File: src/rtl/control_unit_if.sv
// control_unit_if: instruction fetch bus.
// master drives pc/instr_req, slave returns instr/instr_valid.
interface control_unit_if;
  logic        instr_req;
  logic [7:0]  pc;
  logic [15:0] instr;
  logic        instr_valid;

  modport master (
    output instr_req,
    output pc,
    input  instr,
    input  instr_valid
  );

  modport slave (
    input  instr_req,
    input  pc,
    output instr,
    output instr_valid
  );
endinterface

File: src/rtl/control_unit.sv
// control_unit: multi-cycle fetch/decode/execute sequencer.
// Define CTRL_ILLEGAL_TRAP_EN to halt on illegal opcodes.
module control_unit (
  input  logic           clk,
  input  logic           clr_n,
  input  logic           start,
  control_unit_if.master fetch,
  output logic [3:0]     read_reg1,
  output logic [3:0]     read_reg2,
  output logic [3:0]     write_reg,
  output logic [3:0]     alu_imm_val,
  output logic [7:0]     address,
  output logic           we,
  output logic           mem_store,
  output logic           mem_load,
  output logic           alu_imm,
  output logic           alu_slc,
  output logic           halted,
  output logic           illegal
);

  typedef enum logic [2:0] {
    IDLE,
    FETCH,
    DECODE,
    EXEC,
    MEM,
    WB,
    HALT
  } state_t;

  state_t      state;
  state_t      state_nxt;
  logic [15:0] ir;
  logic [15:0] ir_nxt;
  logic [7:0]  pc_q;
  logic [7:0]  pc_nxt;
  logic        ill_q;
  logic        ill_nxt;

  logic [3:0] op;
  logic [3:0] rd;
  logic [3:0] rs1;
  logic [3:0] rs2;
  logic [7:0] addr8;
  logic       busy;

  logic is_nop;
  logic is_alur;
  logic is_alui;
  logic is_ld;
  logic is_st;
  logic is_jmp;
  logic is_halt;
  logic is_bad;

  assign op    = ir[15:12];
  assign rd    = ir[11:8];
  assign rs1   = ir[7:4];
  assign rs2   = ir[3:0];
  assign addr8 = ir[7:0];

  assign busy = state inside {DECODE, EXEC, MEM, WB};

  assign fetch.pc = pc_q;
  assign halted   = (state == HALT);
  assign illegal  = ill_q;

  // Split the latched opcode into one-hot classes.
  always_comb begin
    is_nop  = (op == 4'h0);
    is_alur = (op == 4'h1) || (op == 4'h2);
    is_alui = (op == 4'h3) || (op == 4'h4);
    is_ld   = (op == 4'h5);
    is_st   = (op == 4'h6);
    is_jmp  = (op == 4'h7);
    is_halt = (op == 4'hF);
    is_bad  = op[3] && (op != 4'hF);
  end

  // Operand fields stay on the register-file ports from DECODE to WB.
  always_comb begin
    read_reg1   = 4'd0;
    read_reg2   = 4'd0;
    alu_imm_val = 4'd0;
    if (busy) begin
      read_reg1   = (is_ld || is_st) ? rd : rs1;
      read_reg2   = rs2;
      alu_imm_val = rs2;
    end
  end

  // Next state, pc/ir updates and one-cycle datapath strobes.
  always_comb begin
    state_nxt       = state;
    ir_nxt          = ir;
    pc_nxt          = pc_q;
    ill_nxt         = ill_q;
    fetch.instr_req = 1'b0;
    write_reg       = 4'd0;
    address         = 8'd0;
    we              = 1'b0;
    mem_store       = 1'b0;
    mem_load        = 1'b0;
    alu_imm         = 1'b0;
    alu_slc         = 1'b0;
    unique case (state)
      IDLE: begin
        if (start) state_nxt = FETCH;
      end
      FETCH: begin
        fetch.instr_req = 1'b1;
        if (fetch.instr_valid) begin
          ir_nxt    = fetch.instr;
          pc_nxt    = pc_q + 8'd1;
          state_nxt = DECODE;
        end
      end
      DECODE: begin
        state_nxt = EXEC;
      end
      EXEC: begin
        state_nxt = FETCH;
        unique case (1'b1)
          is_nop: begin
          end
          is_alur: begin
            we        = 1'b1;
            write_reg = rd;
            alu_slc   = ~op[0];
          end
          is_alui: begin
            we        = 1'b1;
            write_reg = rd;
            alu_imm   = 1'b1;
            alu_slc   = op[0];
          end
          is_ld: begin
            state_nxt = MEM;
          end
          is_st: begin
            mem_store = 1'b1;
            address   = addr8;
          end
          is_jmp: begin
            pc_nxt = addr8;
          end
          is_halt: begin
            state_nxt = HALT;
          end
          is_bad: begin
            ill_nxt = 1'b1;
`ifdef CTRL_ILLEGAL_TRAP_EN
            state_nxt = HALT;
`else
            state_nxt = FETCH;
`endif
          end
          default: begin
          end
        endcase
      end
      MEM: begin
        mem_load  = 1'b1;
        address   = addr8;
        state_nxt = WB;
      end
      WB: begin
        we        = 1'b1;
        write_reg = rd;
        state_nxt = FETCH;
      end
      HALT: begin
        state_nxt = HALT;
      end
      default: begin
        state_nxt = IDLE;
      end
    endcase
  end

  // State and architectural registers; clr_n clears them at once.
  always_ff @(posedge clk or negedge clr_n) begin
    if (!clr_n) begin
      state <= IDLE;
      ir    <= 16'h0000;
      pc_q  <= 8'h00;
      ill_q <= 1'b0;
    end else begin
      state <= state_nxt;
      ir    <= ir_nxt;
      pc_q  <= pc_nxt;
      ill_q <= ill_nxt;
    end
  end

endmodule

File: src/flat_wrapper.sv
// flat-port wrapper written by rule: the top's interface ports become plain ports
module control_unit_flat 
  (clk, clr_n, start, read_reg1, read_reg2, write_reg, alu_imm_val, address, we, mem_store, mem_load, alu_imm, alu_slc, halted, illegal, fetch_instr_req, fetch_pc, fetch_instr, fetch_instr_valid);
  control_unit_if fetch_i ();
  input  logic clk;
  input  logic clr_n;
  input  logic start;
  output logic [3:0] read_reg1;
  output logic [3:0] read_reg2;
  output logic [3:0] write_reg;
  output logic [3:0] alu_imm_val;
  output logic [7:0] address;
  output logic we;
  output logic mem_store;
  output logic mem_load;
  output logic alu_imm;
  output logic alu_slc;
  output logic halted;
  output logic illegal;
  output wire logic [$bits(fetch_i.instr_req)-1:0] fetch_instr_req;
  output wire logic [$bits(fetch_i.pc)-1:0] fetch_pc;
  input wire logic [$bits(fetch_i.instr)-1:0] fetch_instr;
  input wire logic [$bits(fetch_i.instr_valid)-1:0] fetch_instr_valid;
  assign fetch_instr_req = fetch_i.instr_req;
  assign fetch_pc = fetch_i.pc;
  assign fetch_i.instr = fetch_instr;
  assign fetch_i.instr_valid = fetch_instr_valid;
  control_unit u_core (.clk(clk), .clr_n(clr_n), .start(start), .fetch(fetch_i), .read_reg1(read_reg1), .read_reg2(read_reg2), .write_reg(write_reg), .alu_imm_val(alu_imm_val), .address(address), .we(we), .mem_store(mem_store), .mem_load(mem_load), .alu_imm(alu_imm), .alu_slc(alu_slc), .halted(halted), .illegal(illegal));
endmodule
File: config.mk
export PLATFORM = sky130hd
export DESIGN_NAME = control_unit_flat
export DESIGN_NICKNAME = d
export VERILOG_FILES = /design/src/rtl/control_unit_if.sv /design/src/rtl/control_unit.sv /design/src/flat_wrapper.sv
export SDC_FILE = /design/constraint.sdc
export NUM_CORES = 1
export LEC_CHECK = 0
export CAP_MARGIN = 15
export CELL_PAD_IN_SITES_DETAIL_PLACEMENT = 2
export CELL_PAD_IN_SITES_GLOBAL_PLACEMENT = 2
export CORE_MARGIN = 4
export CORE_UTILIZATION = 24
export CTS_BUF_LIST = sky130_fd_sc_hd__clkbuf_8 sky130_fd_sc_hd__clkbuf_16
export DETAILED_ROUTE_END_ITERATION = 7
export GPL_TIMING_DRIVEN = 0
export PLACE_DENSITY = 0.77
export SYNTH_ARGS = -nofsm -noshare
export SYNTH_HDL_FRONTEND = slang
export SYNTH_SLANG_ARGS = --single-unit
File: constraint.sdc
create_clock -name clk -period 1.6 [get_ports clk]
set_clock_uncertainty 0.2 [all_clocks]
set_input_delay 0.16 -clock clk [delete_from_list [all_inputs] [get_ports clk]]
set_output_delay 0.16 -clock clk [all_outputs]
set_load 0.005 [all_outputs]
* After elaboration in Yosys (flattened, before gate mapping)
Cells that the tools add are included.
Operators by class: add/sub/neg operators 1, mux-type cells 24, bitwise operators 1, reduce and logical (&&, ||, !) cells 12, eq/ne operators 18
Operators by type and width (number):
- case mux 8 bit (2 select lines) | 2
- two-way mux 8 bit | 3
- case mux 3 bit (7 select lines) | 1
- == test 4 x 3 -> 1 bit, second input constant | 4
- two-way mux 4 bit | 4
- == test 3 bit, second input constant | 3
- adder 8 x 1 -> 8 bit, second input constant | 1
- == test 4 x 2 -> 1 bit, second input constant | 2
- two-way mux 1 bit | 8
- case mux 4 bit (2 select lines) | 1
- == test 3 x 2 -> 1 bit, second input constant | 2
- two-way mux 3 bit | 2
- case mux 3 bit (2 select lines) | 1
- AND reduction 2 bit | 3
- == test 4 x 1 -> 1 bit, second input constant | 1
- == test 4 bit, second input constant | 1
- != test 2 bit, second input constant | 2
- != test 4 bit, second input constant | 1
- case mux 1 bit (2 select lines) | 2
- nonzero test 4 bit | 1
- == test 3 x 1 -> 1 bit, second input constant | 1
- zero test 3 bit | 1
- logical OR 1 bit | 3
- AND reduction 3 bit | 1
- 5 further kinds | 5
Word-level totals: input bits 20, bits in registers 28, logic and storage cells 60, output and inout port bits 40

* Depth between registers and ports, before layout
depth in word-level cells 5, mapped depth 6, gate-level depth less buffers 5

* Least setup slack after synthesis
No wires, ideal clock.
kind flip-flop to flip-flop, start reg u_core.state[1], end reg u_core.ir[10], period minus slack after synthesis 1.681 ns, slack -0.081 ns, arrival 1.356 ns, data required time 1.275 ns, stages on the path, launching flop included 5, buffers on the path 2, library setup time 0.125 ns, cells stage by stage dfrtp_1 -> and4bb_1 -> buf_6 -> buf_2 -> mux2_2
Between the ends: cells in the longest elaborated chain, start to end 2
RTL lines:
- start, declared | line control_unit.sv:32 | state_t state;
- start signal, assigned | line control_unit.sv:190 | state <= state_nxt;
- == test 3 x 1 -> 1 bit | line control_unit.sv:107 | unique case (state)
- AND reduction 2 bit (no line)
- end signal, assigned | line control_unit.sv:191 | ir <= ir_nxt;
- end, declared | line control_unit.sv:34 | logic [15:0] ir;
No other way between the ends. A chain may end at the register's enable or synchronous reset.

* Worst setup path in the final report
start reg u_core.ir[14], end out write_reg[1]
Between the ends: cells in the longest elaborated chain, start to end 5, elaborated cells between the ends (all ways) 9, those cells by class eq/ne (4); mux (2); reduce/logical (3)
RTL lines:
- == test 4 x 2 -> 1 bit, or another cell as far along | line control_unit.sv:73 | is_alui = (op == 4'h3) || (op == 4'h4);
- logical OR 1 bit (on tied branches) | line control_unit.sv:73, control_unit.sv:72
- OR reduction 2 bit (no line) *
- two-way mux 4 bit * | line control_unit.sv:124 | unique case (1'b1)
- case mux 4 bit (2 select lines) * | line control_unit.sv:107
- end, declared | line flat_wrapper.sv:10 | output logic [3:0] write_reg;
Mark *: on every way between the ends. The rest lies on a longest branch, timed or not.

==> impl_metrics.ini <==
[global_routing]
grt_pass1_wl_mm = 12.34
grt_pass1_vias = 2137
grt_max_degree = 19
gr-total-overflow = 0
antenna_found_initial = 0
gr-usage-all-layers = 0.1906

[layout]
drive_gt1_frac = 0.6316
stdcell_count = 381
syn_to_final_growth_pct = 110.5
nets = 326
fin_area_sq_mm = 0.003472
antenna_cells = 0

[routing]
drt-initial-drc-count = 47
wl_met2_mm = 5.367
antenna_left = 0
met3WireLength_microns = 333
drcViolationCount = 0
drt_wl_total_mm = 9.663
drt_first_pass_iters = 4
vias = 1948
avgRoutedWirePerCell_microns = 25.36
highest_layer = met4
avgViaCountPerCell = 5.113
wirelength_met1_mm = 3.761

[placed_design]
gp_congestion = 0.7907
placed_area_sq_mm = 0.002390
dp.cells = 305
io_buffers = 59
preCtsSetupSlack_ns = -0.7460
place_hpwl_mm = 3.971

[critical_path]
rr_endpoint = u_core.fetch.pc[1]
critPathSlowestCell = dfrtp_2
required_ns = 1.24
crit_fanout = 4
endpoint = write_reg[1]
reg2reg_slack_ns = -0.54
path_class = flip-flop to output port
reg2reg_depth = 9
path_cells = buf_6 > or3_1 > nand4_1 > a21oi_2 > buf_4 > and2_1 > buf_2
cp.arrival_ns = 1.88
critPathLaunch = u_core.ir[14]
r2r-start = u_core.state[1]
slowest_delay_ns = 0.43
start_kind = flip-flop
endpoint_kind = output port

[status]
violations = setup timing
status = finished, violations left

[timing]
tightest_slew_ns = 0.4169
relSlewSlack = 0.7199
hold_ws_ns = 0.2757
min_period_ns = 2.236
hold_viol = 0
finalCritPeriodShare = 1.397
rsz0062_at_grt = yes
max_freq_ghz = 0.4473
slew_violations = 0
setup_violations = 58
finalWorstSetupSlack_ns = -0.6355
finalSetupTns_ns = -26.57

[logic_synthesis]
synth_flop_cell = dfrtp_1
async_reset_ff_frac = 1.000
synth_fp_nets = 188
netlist.area_leader.share = 0.4249
seq_area_frac_synth = 0.4249
ys_ff_latch = 28
synth_edf_count = 0
synth_area_leader_cell = dfrtp_1
synth_cells = 167
yosysWarnings = 0
avgSynthCellArea_sq_um = 9.875
synth_most_common_cell = dfrtp_1
synth_area_leaders = dfrtp_1 (42%), mux2_2 (11%), a21oi_1 (3.6%), nor2b_1 (3.4%), and2_1 (3.0%)
ys_types = 43
yosys-top-cells-count = dfrtp_1 (28), mux2_2 (16), a21oi_1 (12)
synth_area_sq_mm = 0.001649

[clock_tree]
root_buffer = clkbuf_8
clock_sinks = 28
clk_transition_reported_paths_ns = 0.12
cts.path.max_buffers = 2
cts_htree_levels = 1
cts_tree = built
numCtsBuffers = 3
clk_latency_ns = 0.30

[floorplanning]
start_util = 0.2539
rows = 29
fp.dieH_microns = 90.89
die_x_microns = 90.89
io_pins = 60
dieArea_sq_mm = 0.008261
core_sq_mm = 0.006495

[pwr]
ir_drop_mv = 0.8396
power_density_mw_per_mm2 = 2146
leakagePower_nw = 1.625

[flow_run]
max-cap-violations = 0

[min_path]
hold_class = primary input to flip-flop
final cells by class:
| cell class | instances | area (sq um) |
|---|---|---|
| clock buffer | 4 | 55.05 |
| sequential | 28 | 709.4 |
| inverter | 4 | 18.77 |
| buffer | 9 | 121.4 |
| multi-input combinational | 120 | 1136 |
| fill | 643 | 3023 |
| timing repair buffer | 139 | 1335 |
| tap | 77 | 96.34 |
sequential cells by signal (all words and copies together) (netlist names):
| register | count |
|---|---|
| u_core.fetch.pc | 8 |
| u_core.ir | 16 |
| u_core.state | 3 |
| u_core.illegal | 1 |
cells by family (layout without fill, tap and decap cells):
logic type	after synthesis	in the layout	share of synthesized area
simple gates	60	60	0.2041
compound gates	34	34	0.1389
flops	28	28	0.4249
mux	21	21	0.1396
buf+inv	19	156	0.06373
xor+xnor	4	4	0.02125
fa+ha+maj	1	1	0.007586
worst max-delay path: cells and delay by family, from the launching register on:
| kind | cells | cell delay, ns |
|---|---|---|
| buffers and inverters | 3 | 0.41 |
| and+or+nand+nor | 3 | 0.64 |
| AOI/OAI and AO/OA | 1 | 0.10 |
| DFF | 1 | 0.43 |
worst min-delay path by stage:
stage / slack (ns) / from / cells after the start / end
floorplan: -0.34 / clr_n / 0 / u_core.fetch.pc[0]
global placement: 0.30 / u_core.illegal / 1 / u_core.illegal
detailed placement: 0.18 / clr_n / 1 / u_core.ir[0]
CTS: 0.28 / fetch_instr[8] / 2 / u_core.ir[8]
global route: 0.29 / fetch_instr[2] / 2 / u_core.ir[2]
finish: 0.28 / fetch_instr[8] / 2 / u_core.ir[8]
per-layer routing:
| metal | vias up | track usage |
|---|---|---|
| met1 | 1008 | 0.2269 |
| li1 | 862 | - |
| met5 | - | 0 |
| met3 | 14 | 0.02833 |
| met4 | 0 | 0.03769 |
| met2 | 64 | 0.3607 |
report_power, final:
group	internal (mW)	switching, mW	total, mW
clock network	0.222	0.266	0.488
logic	3.08	2.33	5.41
registers	1.08	0.476	1.56
total	4.38	3.07	7.45
what timing repair did:
action                                 4_1_cts  5_1_grt
hold buffers                                 1        0
gates resized for setup                    210       59
setup endpoints to repair                   55       63
pin swaps                                   22       17
cloned                                       2        0
buffers inserted                            58       20
endpoints found under the hold margin        1        0
per-stage QoR:
| stage | utilization | power, mW |
|---|---|---|
| finish | 0.5346 | 7.452 |
| global route | 0.5346 | 7.829 |
| CTS | 0.4778 | 6.128 |
| detailed placement | 0.3679 | 4.102 |
| global placement | 0.3614 | 3.993 |
| floorplan | - | 2.864 |
layout by cell type, fill, tap and decap left out, types with 6 or more instances in the layout:
master	synthesis	final
buf_6	2	48
buf_2	2	18
mux2_4	0	6
dfrtp_2	0	7
mux2_2	16	10
nor2_1	10	7
buf_4	4	41
dfrtp_1	28	21
and2_4	0	6
clkdlybuf4s50_1	0	23
nand2_1	10	9
a21oi_2	0	8
Power figures use the tool's default switching activity.
